File: src/rtl/pmem_line_adaptor_if.sv
// Bundle of the cache-line side and memory-burst side signals of the line adaptor.
// slave is the adaptor's view; master is the view of the cache plus memory around it.
interface pmem_line_adaptor_if #(
  parameter int LINE_WIDTH  = 256,
  parameter int BURST_WIDTH = 64
);
  logic [31:0]            line_address;
  logic                   line_read;
  logic                   line_write;
  logic [LINE_WIDTH-1:0]  line_wdata;
  logic [LINE_WIDTH-1:0]  line_rdata;
  logic                   line_resp;
  logic [31:0]            burst_address;
  logic                   burst_read;
  logic                   burst_write;
  logic [BURST_WIDTH-1:0] burst_wdata;
  logic [BURST_WIDTH-1:0] burst_rdata;
  logic                   burst_resp;

  modport slave (
    input  line_address, line_read, line_write, line_wdata, burst_rdata, burst_resp,
    output line_rdata, line_resp, burst_address, burst_read, burst_write, burst_wdata
  );

  modport master (
    output line_address, line_read, line_write, line_wdata, burst_rdata, burst_resp,
    input  line_rdata, line_resp, burst_address, burst_read, burst_write, burst_wdata
  );
endinterface

File: src/rtl/pmem_line_adaptor.sv
// Services one 256-bit cache line read or write at a time as a 4-beat 64-bit memory burst.
// Read beats land directly in the line_rdata register; write lines are sliced from a private copy.
module pmem_line_adaptor #(
  parameter int LINE_WIDTH  = 256,
  parameter int BURST_WIDTH = 64
) (
  input logic               clk,
  input logic               rst,
  pmem_line_adaptor_if.slave bus
);

  typedef enum logic [1:0] {IDLE, READ, WRITE, RESP} state_t;

  state_t                 state;
  state_t                 state_next;
  logic [1:0]             beat_cnt;
  logic [LINE_WIDTH-1:0]  rd_line;
  logic [LINE_WIDTH-1:0]  wr_line;
  logic [31:0]            addr_q;
  logic                   last_beat;

  assign last_beat         = bus.burst_resp && (beat_cnt == 2'd3);
  assign bus.line_rdata    = rd_line;
  assign bus.burst_address = addr_q;

  always_ff @(posedge clk) begin
    if (rst) state <= IDLE;
    else     state <= state_next;
  end

  always_comb begin
    state_next = state;
    case (state)
      IDLE: begin
        if (bus.line_read)       state_next = READ;
        else if (bus.line_write) state_next = WRITE;
      end
      READ:    if (last_beat) state_next = RESP;
      WRITE:   if (last_beat) state_next = RESP;
      RESP:    state_next = IDLE;
      default: state_next = IDLE;
    endcase
  end

  // The 2-bit counter naturally wraps to 0 on the final beat, which is also the state exit.
  always_ff @(posedge clk) begin
    if (rst) begin
      beat_cnt <= 2'd0;
      rd_line  <= '0;
      wr_line  <= '0;
      addr_q   <= 32'd0;
    end else begin
      case (state)
        IDLE: begin
          if (bus.line_read) begin
            addr_q   <= {bus.line_address[31:5], 5'b0};
            beat_cnt <= 2'd0;
          end else if (bus.line_write) begin
            addr_q   <= {bus.line_address[31:5], 5'b0};
            wr_line  <= bus.line_wdata;
            beat_cnt <= 2'd0;
          end
        end
        READ: begin
          if (bus.burst_resp) begin
            rd_line[int'(beat_cnt)*BURST_WIDTH +: BURST_WIDTH] <= bus.burst_rdata;
            beat_cnt <= beat_cnt + 2'd1;
          end
        end
        WRITE: begin
          if (bus.burst_resp) beat_cnt <= beat_cnt + 2'd1;
        end
        default: ;
      endcase
    end
  end

  always_comb begin
    bus.burst_read  = (state == READ);
    bus.burst_write = (state == WRITE);
    bus.line_resp   = (state == RESP);
    bus.burst_wdata = wr_line[int'(beat_cnt)*BURST_WIDTH +: BURST_WIDTH];
  end

endmodule

File: src/flat_wrapper.sv
// flat-port wrapper written by rule: the top's interface ports become plain ports
module pmem_line_adaptor_flat 
#(
  parameter int LINE_WIDTH  = 256,
  parameter int BURST_WIDTH = 64
)
  (clk, rst, bus_line_address, bus_line_read, bus_line_write, bus_line_wdata, bus_burst_rdata, bus_burst_resp, bus_line_rdata, bus_line_resp, bus_burst_address, bus_burst_read, bus_burst_write, bus_burst_wdata);
  pmem_line_adaptor_if #(.LINE_WIDTH(LINE_WIDTH), .BURST_WIDTH(BURST_WIDTH)) bus_i ();
  input logic clk;
  input logic rst;
  input wire logic [$bits(bus_i.line_address)-1:0] bus_line_address;
  input wire logic [$bits(bus_i.line_read)-1:0] bus_line_read;
  input wire logic [$bits(bus_i.line_write)-1:0] bus_line_write;
  input wire logic [$bits(bus_i.line_wdata)-1:0] bus_line_wdata;
  input wire logic [$bits(bus_i.burst_rdata)-1:0] bus_burst_rdata;
  input wire logic [$bits(bus_i.burst_resp)-1:0] bus_burst_resp;
  output wire logic [$bits(bus_i.line_rdata)-1:0] bus_line_rdata;
  output wire logic [$bits(bus_i.line_resp)-1:0] bus_line_resp;
  output wire logic [$bits(bus_i.burst_address)-1:0] bus_burst_address;
  output wire logic [$bits(bus_i.burst_read)-1:0] bus_burst_read;
  output wire logic [$bits(bus_i.burst_write)-1:0] bus_burst_write;
  output wire logic [$bits(bus_i.burst_wdata)-1:0] bus_burst_wdata;
  assign bus_i.line_address = bus_line_address;
  assign bus_i.line_read = bus_line_read;
  assign bus_i.line_write = bus_line_write;
  assign bus_i.line_wdata = bus_line_wdata;
  assign bus_i.burst_rdata = bus_burst_rdata;
  assign bus_i.burst_resp = bus_burst_resp;
  assign bus_line_rdata = bus_i.line_rdata;
  assign bus_line_resp = bus_i.line_resp;
  assign bus_burst_address = bus_i.burst_address;
  assign bus_burst_read = bus_i.burst_read;
  assign bus_burst_write = bus_i.burst_write;
  assign bus_burst_wdata = bus_i.burst_wdata;
  pmem_line_adaptor #(.LINE_WIDTH(LINE_WIDTH), .BURST_WIDTH(BURST_WIDTH)) u_core (.clk(clk), .rst(rst), .bus(bus_i));
endmodule
File: config.mk
export PLATFORM = sky130hd
export DESIGN_NAME = pmem_line_adaptor_flat
export DESIGN_NICKNAME = d
export VERILOG_FILES = /design/src/rtl/pmem_line_adaptor_if.sv /design/src/rtl/pmem_line_adaptor.sv /design/src/flat_wrapper.sv
export SDC_FILE = /design/constraint.sdc
export NUM_CORES = 1
export LEC_CHECK = 0
export BUFFER_PORTS_ARGS = -buffer_cell sky130_fd_sc_hd__buf_2
export CAP_MARGIN = 20
export CORE_AREA = 4 4 278 280
export CTS_CLUSTER_DIAMETER = 40
export DETAILED_ROUTE_END_ITERATION = 10
export DIE_AREA = 0 0 282 284
export MAX_ROUTING_LAYER = met4
export PLACE_DENSITY_LB_ADDON = 0.1
export SLEW_MARGIN = 10
export SYNTH_ARGS = -nofsm -noshare
export SYNTH_HDL_FRONTEND = slang
export SYNTH_SLANG_ARGS = --single-unit
File: constraint.sdc
create_clock -name clk -period 3.4 [get_ports clk]
set_input_delay 0.17 -clock clk [delete_from_list [all_inputs] [get_ports clk]]
set_output_delay 0.17 -clock clk [all_outputs]
set_load 0.01 [all_outputs]
Word-level counts from Yosys, hierarchy flattened
Index checks and enable logic that the tools add are counted.
{ "word_totals": {"ram_bits": 0, "memories": 0, "regBits": 548, "out_inout_bits": 355, "mem_bits_ro": 0, "latch_bits": 0} }
{ "op_classes": {"eq_ne": 7, "addsub": 2, "shift": 3, "order_cmp": 0, "bitwise_logic": 1, "n_reduce_logical": 10, "n_mul": 0, "muxes": 11, "div": 0} }
{ "op_table": {"columns": ["op", "n"], "rows": [
  ["$bwmux W256", 1],
  ["$shift A64 B33 Y256 const A", 1],
  ["$shiftx A256 B9 Y64", 1],
  ["$shiftx A64 B33 Y256", 1],
  ["$mux W32", 2],
  ["$neg A8 Y33", 1],
  ["$mux W2", 6],
  ["$eq A2 B2 Y1 const B", 3],
  ["$pmux W2 S3", 1],
  ["$reduce_and A2 Y1", 3],
  ["$reduce_and A3 Y1", 2],
  ["$ne A2 B1 Y1 const B", 2],
  ["$pmux W2 S2", 1],
  ["$reduce_bool A2 Y1", 2],
  ["$ne A3 B3 Y1 const B", 1],
  ["$add A2 B1 Y2 const B", 1],
  ["$eq A2 B1 Y1 const B", 1],
  ["$logic_not A2 Y1", 1],
  ["$reduce_or A2 Y1", 1],
  ["$logic_and A1 B1 Y1", 1],
  ["$not A1 Y1", 1]
]} }

Depth between registers and ports, before layout
{ "logic_depth": {"depth_word": 4, "mapped_depth": 9, "mapped_depth_nobuf": 5} }

Worst setup path after synthesis
OpenSTA, ideal clock, no wires.
{ "synth_timing": {"path_type": "flip-flop to flip-flop", "start": "register u_core.beat_cnt[1]", "end": "register u_core.rd_line[224] (netlist: u_core.bus.line_rdata[224])", "arrival_time_ns": 2.395, "n_path_buf": 4, "path_stages_with_launch": 10, "path_slack_ns": 0.946, "period_less_slack_ns": 2.454, "path_cell_list": "dfxtp_1 > buf_2 > buf_1 > inv_1 > ha_1 > or4b_1 > buf_2 > nor2_4 > buf_6 > a31o_1"} }
{ "synth_via": {"elab_chain_len": 3} }
{ "synth_lines": {"columns": ["item", "line", "source"], "rows": [
  ["from (decl)", "pmem_line_adaptor.sv:16", "logic [1:0] beat_cnt;"],
  ["from (signal assigned)", "pmem_line_adaptor.sv:67", "beat_cnt <= beat_cnt + 2'd1;"],
  ["from (signal assigned)", "pmem_line_adaptor.sv:71", "if (bus.burst_resp) beat_cnt <= beat_cnt + 2'd1;"],
  ["$neg A8 Y33 (*)", "pmem_line_adaptor.sv:66", "rd_line[int'(beat_cnt)*BURST_WIDTH +: BURST_WIDTH] <= bus.burst_rdata;"],
  ["$shiftx A64 B33 Y256 or $shift A64 B33 Y256 (tied branches)", "pmem_line_adaptor.sv:66", null],
  ["$bwmux W256 (*)", "pmem_line_adaptor.sv:66", null],
  ["to (signal, indexed assignment)", "pmem_line_adaptor.sv:66", null],
  ["to (decl)", "pmem_line_adaptor.sv:17", "logic [LINE_WIDTH-1:0] rd_line;"]
]} }
Mark *: on every way between the ends. The rest lies on a longest branch, timed or not.
A chain may end at the register's enable or synchronous reset.

Worst setup path after layout
{ "layout_timing": {"start": "register u_core.beat_cnt[1]", "end": "output bus_burst_wdata[24]"} }
{ "layout_via": {"elab_chain_len": 1} }
{ "layout_lines": {"columns": ["item", "line", "source"], "rows": [
  ["$shiftx A256 B9 Y64", "pmem_line_adaptor.sv:82", "bus.burst_wdata = wr_line[int'(beat_cnt)*BURST_WIDTH +: BURST_WIDTH];"],
  ["to (decl)", "flat_wrapper.sv:22", "output wire logic [$bits(bus_i.burst_wdata)-1:0] bus_burst_wdata;"]
]} }
No other way between the ends.

==> reports/results.ini <==
[status]
outcome=completed

[clock_network]
cts_sinks=543
cts-root-buf=clkbuf_16
cts_buffers=103
insertion_delay_ns=0.63
htree_levels=3
cts_tree=done
clockBufferDepth=3
post_cts_buffers=0
path_clk_slew_ns=0.05

[sta]
fin_skew_ns=0.0194
slew_violations=0
tns_ns=0
rsz0062_at_grt=false
setup_viol=0
fin_crit_sh_pct=82.2
worstMarginPinSlew_ns=1.17
max_freq_mhz=358
worst_slack_ns=0.607
final.min_clock_period_ns=2.79
final_hold_viol_count=0
max_slew_margin_pct=21.8

[route]
vias=21100
post_drt_wl_per_cell_um=19.1
routed_wl_um=85200
drt_iter0_markers=1158
drcViolationCount=0
viasPerCell=4.73
detail-route-antenna-nets=0
first_pass_iters=6

[placement]
dp_hpwl_um=56400
dp.cells=3900
gp_congestion=0.815
postPlaceCellArea_um2=25200
place_ws_ns=0.763
port_buffers=701

[global_route]
gr-usage-all-layers_pct=21.0
grt_pass1_wl_um=128000
grt_max_degree=220
overflow=0
antenna_found_initial=14
grt_pass1_vias=21800

[layout]
area_growth_pct=54.8
fin_cells=4466
final_nets=3765
drive_gt1_share_pct=28.5
post-route-cell-area_um2=32500

[setup_path]
cp.arrival_ns=2.62
timing.rr.end=u_core.bus.line_rdata[249]
crit_fanout=44
crit_type=reg2out
end_kind=output pin
regToRegSetupSlack_ns=0.79
required_ns=3.23
reg2reg_depth=5
r2r-start=u_core.beat_cnt[1]
setup.worst_path.start_class=flop

[logic_synthesis]
async_flop_share_pct=0
avgSynthCellArea_um2=8.66
synth_area_leader_cell=dfxtp_1
syn_inst=2423
ys.flop_type=dfxtp_1
synthDistinctLibCells=41
synth_edf_count=0
synthTopCellsByCount=747 x nand2_1, 543 x dfxtp_1, 349 x a21oi_1
ys_seq_area_share_pct=51.8
yosysMostFrequentCell=nand2_1
synth.area.top_cells=dfxtp_1 52%, nand2_1 13%, a21oi_1 8.3%
syn-cell-area_um2=21000
synth_top_area_share_pct=51.8
ys_seq_elements=543
yosysWarnings=0

[floorplan]
die_w_um=282
die_y_um=284
core_um2=74400
start_util_pct=28.2
ios=712
dieArea_um2=80100
rows=100

[power_and_ir_drop]
p_total_mw=21.4
p_per_area_nw_per_um2=658
total_leakage_power_nw=13.1
ir_worst_vdd_mv=0.612

[min_path]
min-delay-path-class=in2reg
whs_endpoint=u_core.state[1]
holdCritStartpoint=bus_line_write
holdPathStages=4

[flow_run]
max_cap_viol_count=0

[registers in the layout (all words and copies together) (netlist names)]
name / flops
u_core.bus.line_rdata: 256
u_core.wr_line: 256
u_core.bus.burst_address: 27
u_core.beat_cnt: 2
u_core.state: 2
[logic make-up after synthesis]
group                      share of synthesized area (%)
other                                             0.0179
adders and majority gates                          0.596
muxes                                               6.92
buffers and inverters                               6.75
and+or+nand+nor                                     17.2
AOI/OAI and AO/OA                                   16.7
DFF                                                 51.8
[cell type report]
cell class	instances	area (um2)
Fill cell	7388	42000
Clock inverter	54	663
Tap cell	969	1210
Inverter	120	450
Timing Repair Buffer	1090	7540
Multi-Input combinational cell	1540	8760
Sequential cell	543	10900
Clock buffer	133	2940
Antenna cell	17	42.5
[layout by cell type (no fill, tap or decap), drive strengths merged, types with 14 or more instances in the layout]
cell type	n
nand2	747
buf	729
dfxtp	543
dlygate4sd3	361
a21oi	349
clkbuf	133
inv	125
o32ai	115
nor2	67
nand3	67
mux4	64
a32oi	64
clkinv	34
diode	17
nor3b	14
[power breakdown]
group          internal [mW]  switching (mW)  total, mW
Clock                   6.98            3.45       10.4
Sequential              6.91           0.276       7.18
Combinational           1.52            2.24       3.76
Total                   15.4            5.96       21.4
[how the worst max path moves through the flow]
| stage | start | cells after the start | to |
|---|---|---|---|
| 2_1_floorplan | u_core.beat_cnt[1] | 9 | u_core.bus.line_rdata[224] |
| 3_3_place_gp | u_core.beat_cnt[1] | 5 | u_core.bus.line_rdata[238] |
| 3_5_place_dp | u_core.beat_cnt[1] | 5 | u_core.bus.line_rdata[237] |
| 4_1_cts | u_core.beat_cnt[1] | 3 | bus_burst_wdata[24] |
| 5_1_grt | u_core.beat_cnt[1] | 3 | bus_burst_wdata[24] |
| 6_report | u_core.beat_cnt[1] | 3 | bus_burst_wdata[24] |
[timing repair]
action                                 in CTS  in global routing
endpoints found under the hold margin     543                  0
hold buffers                              361                  0
gates resized for setup                     0                  0
[metal layers]
metal  vias to the layer above  part of all wire (%)  track usage (%)
met2                       639                    50             36.3
met1                     10100                    40             23.8
li1                      10300                     -                -
met3                       177                   5.5             4.08
met5                         -                     0                -
met4                         0                   3.7             8.16
[worst max-delay path: stages (launching register included)]
cell and delay [ns]:
dfxtp_4 0.61, buf_4 0.70, mux4_2 0.44, buf_2 0.17
[through the flow]
step	utilization [%]	hold slack (ns)
after floorplan	-	0.305
after global placement	33.9	0.412
after detailed placement	33.9	0.416
after CTS	43.6	0.0620
after global routing	43.6	0.136
final	43.6	0.114
Note: power is estimated with default switching activity, not from simulation.
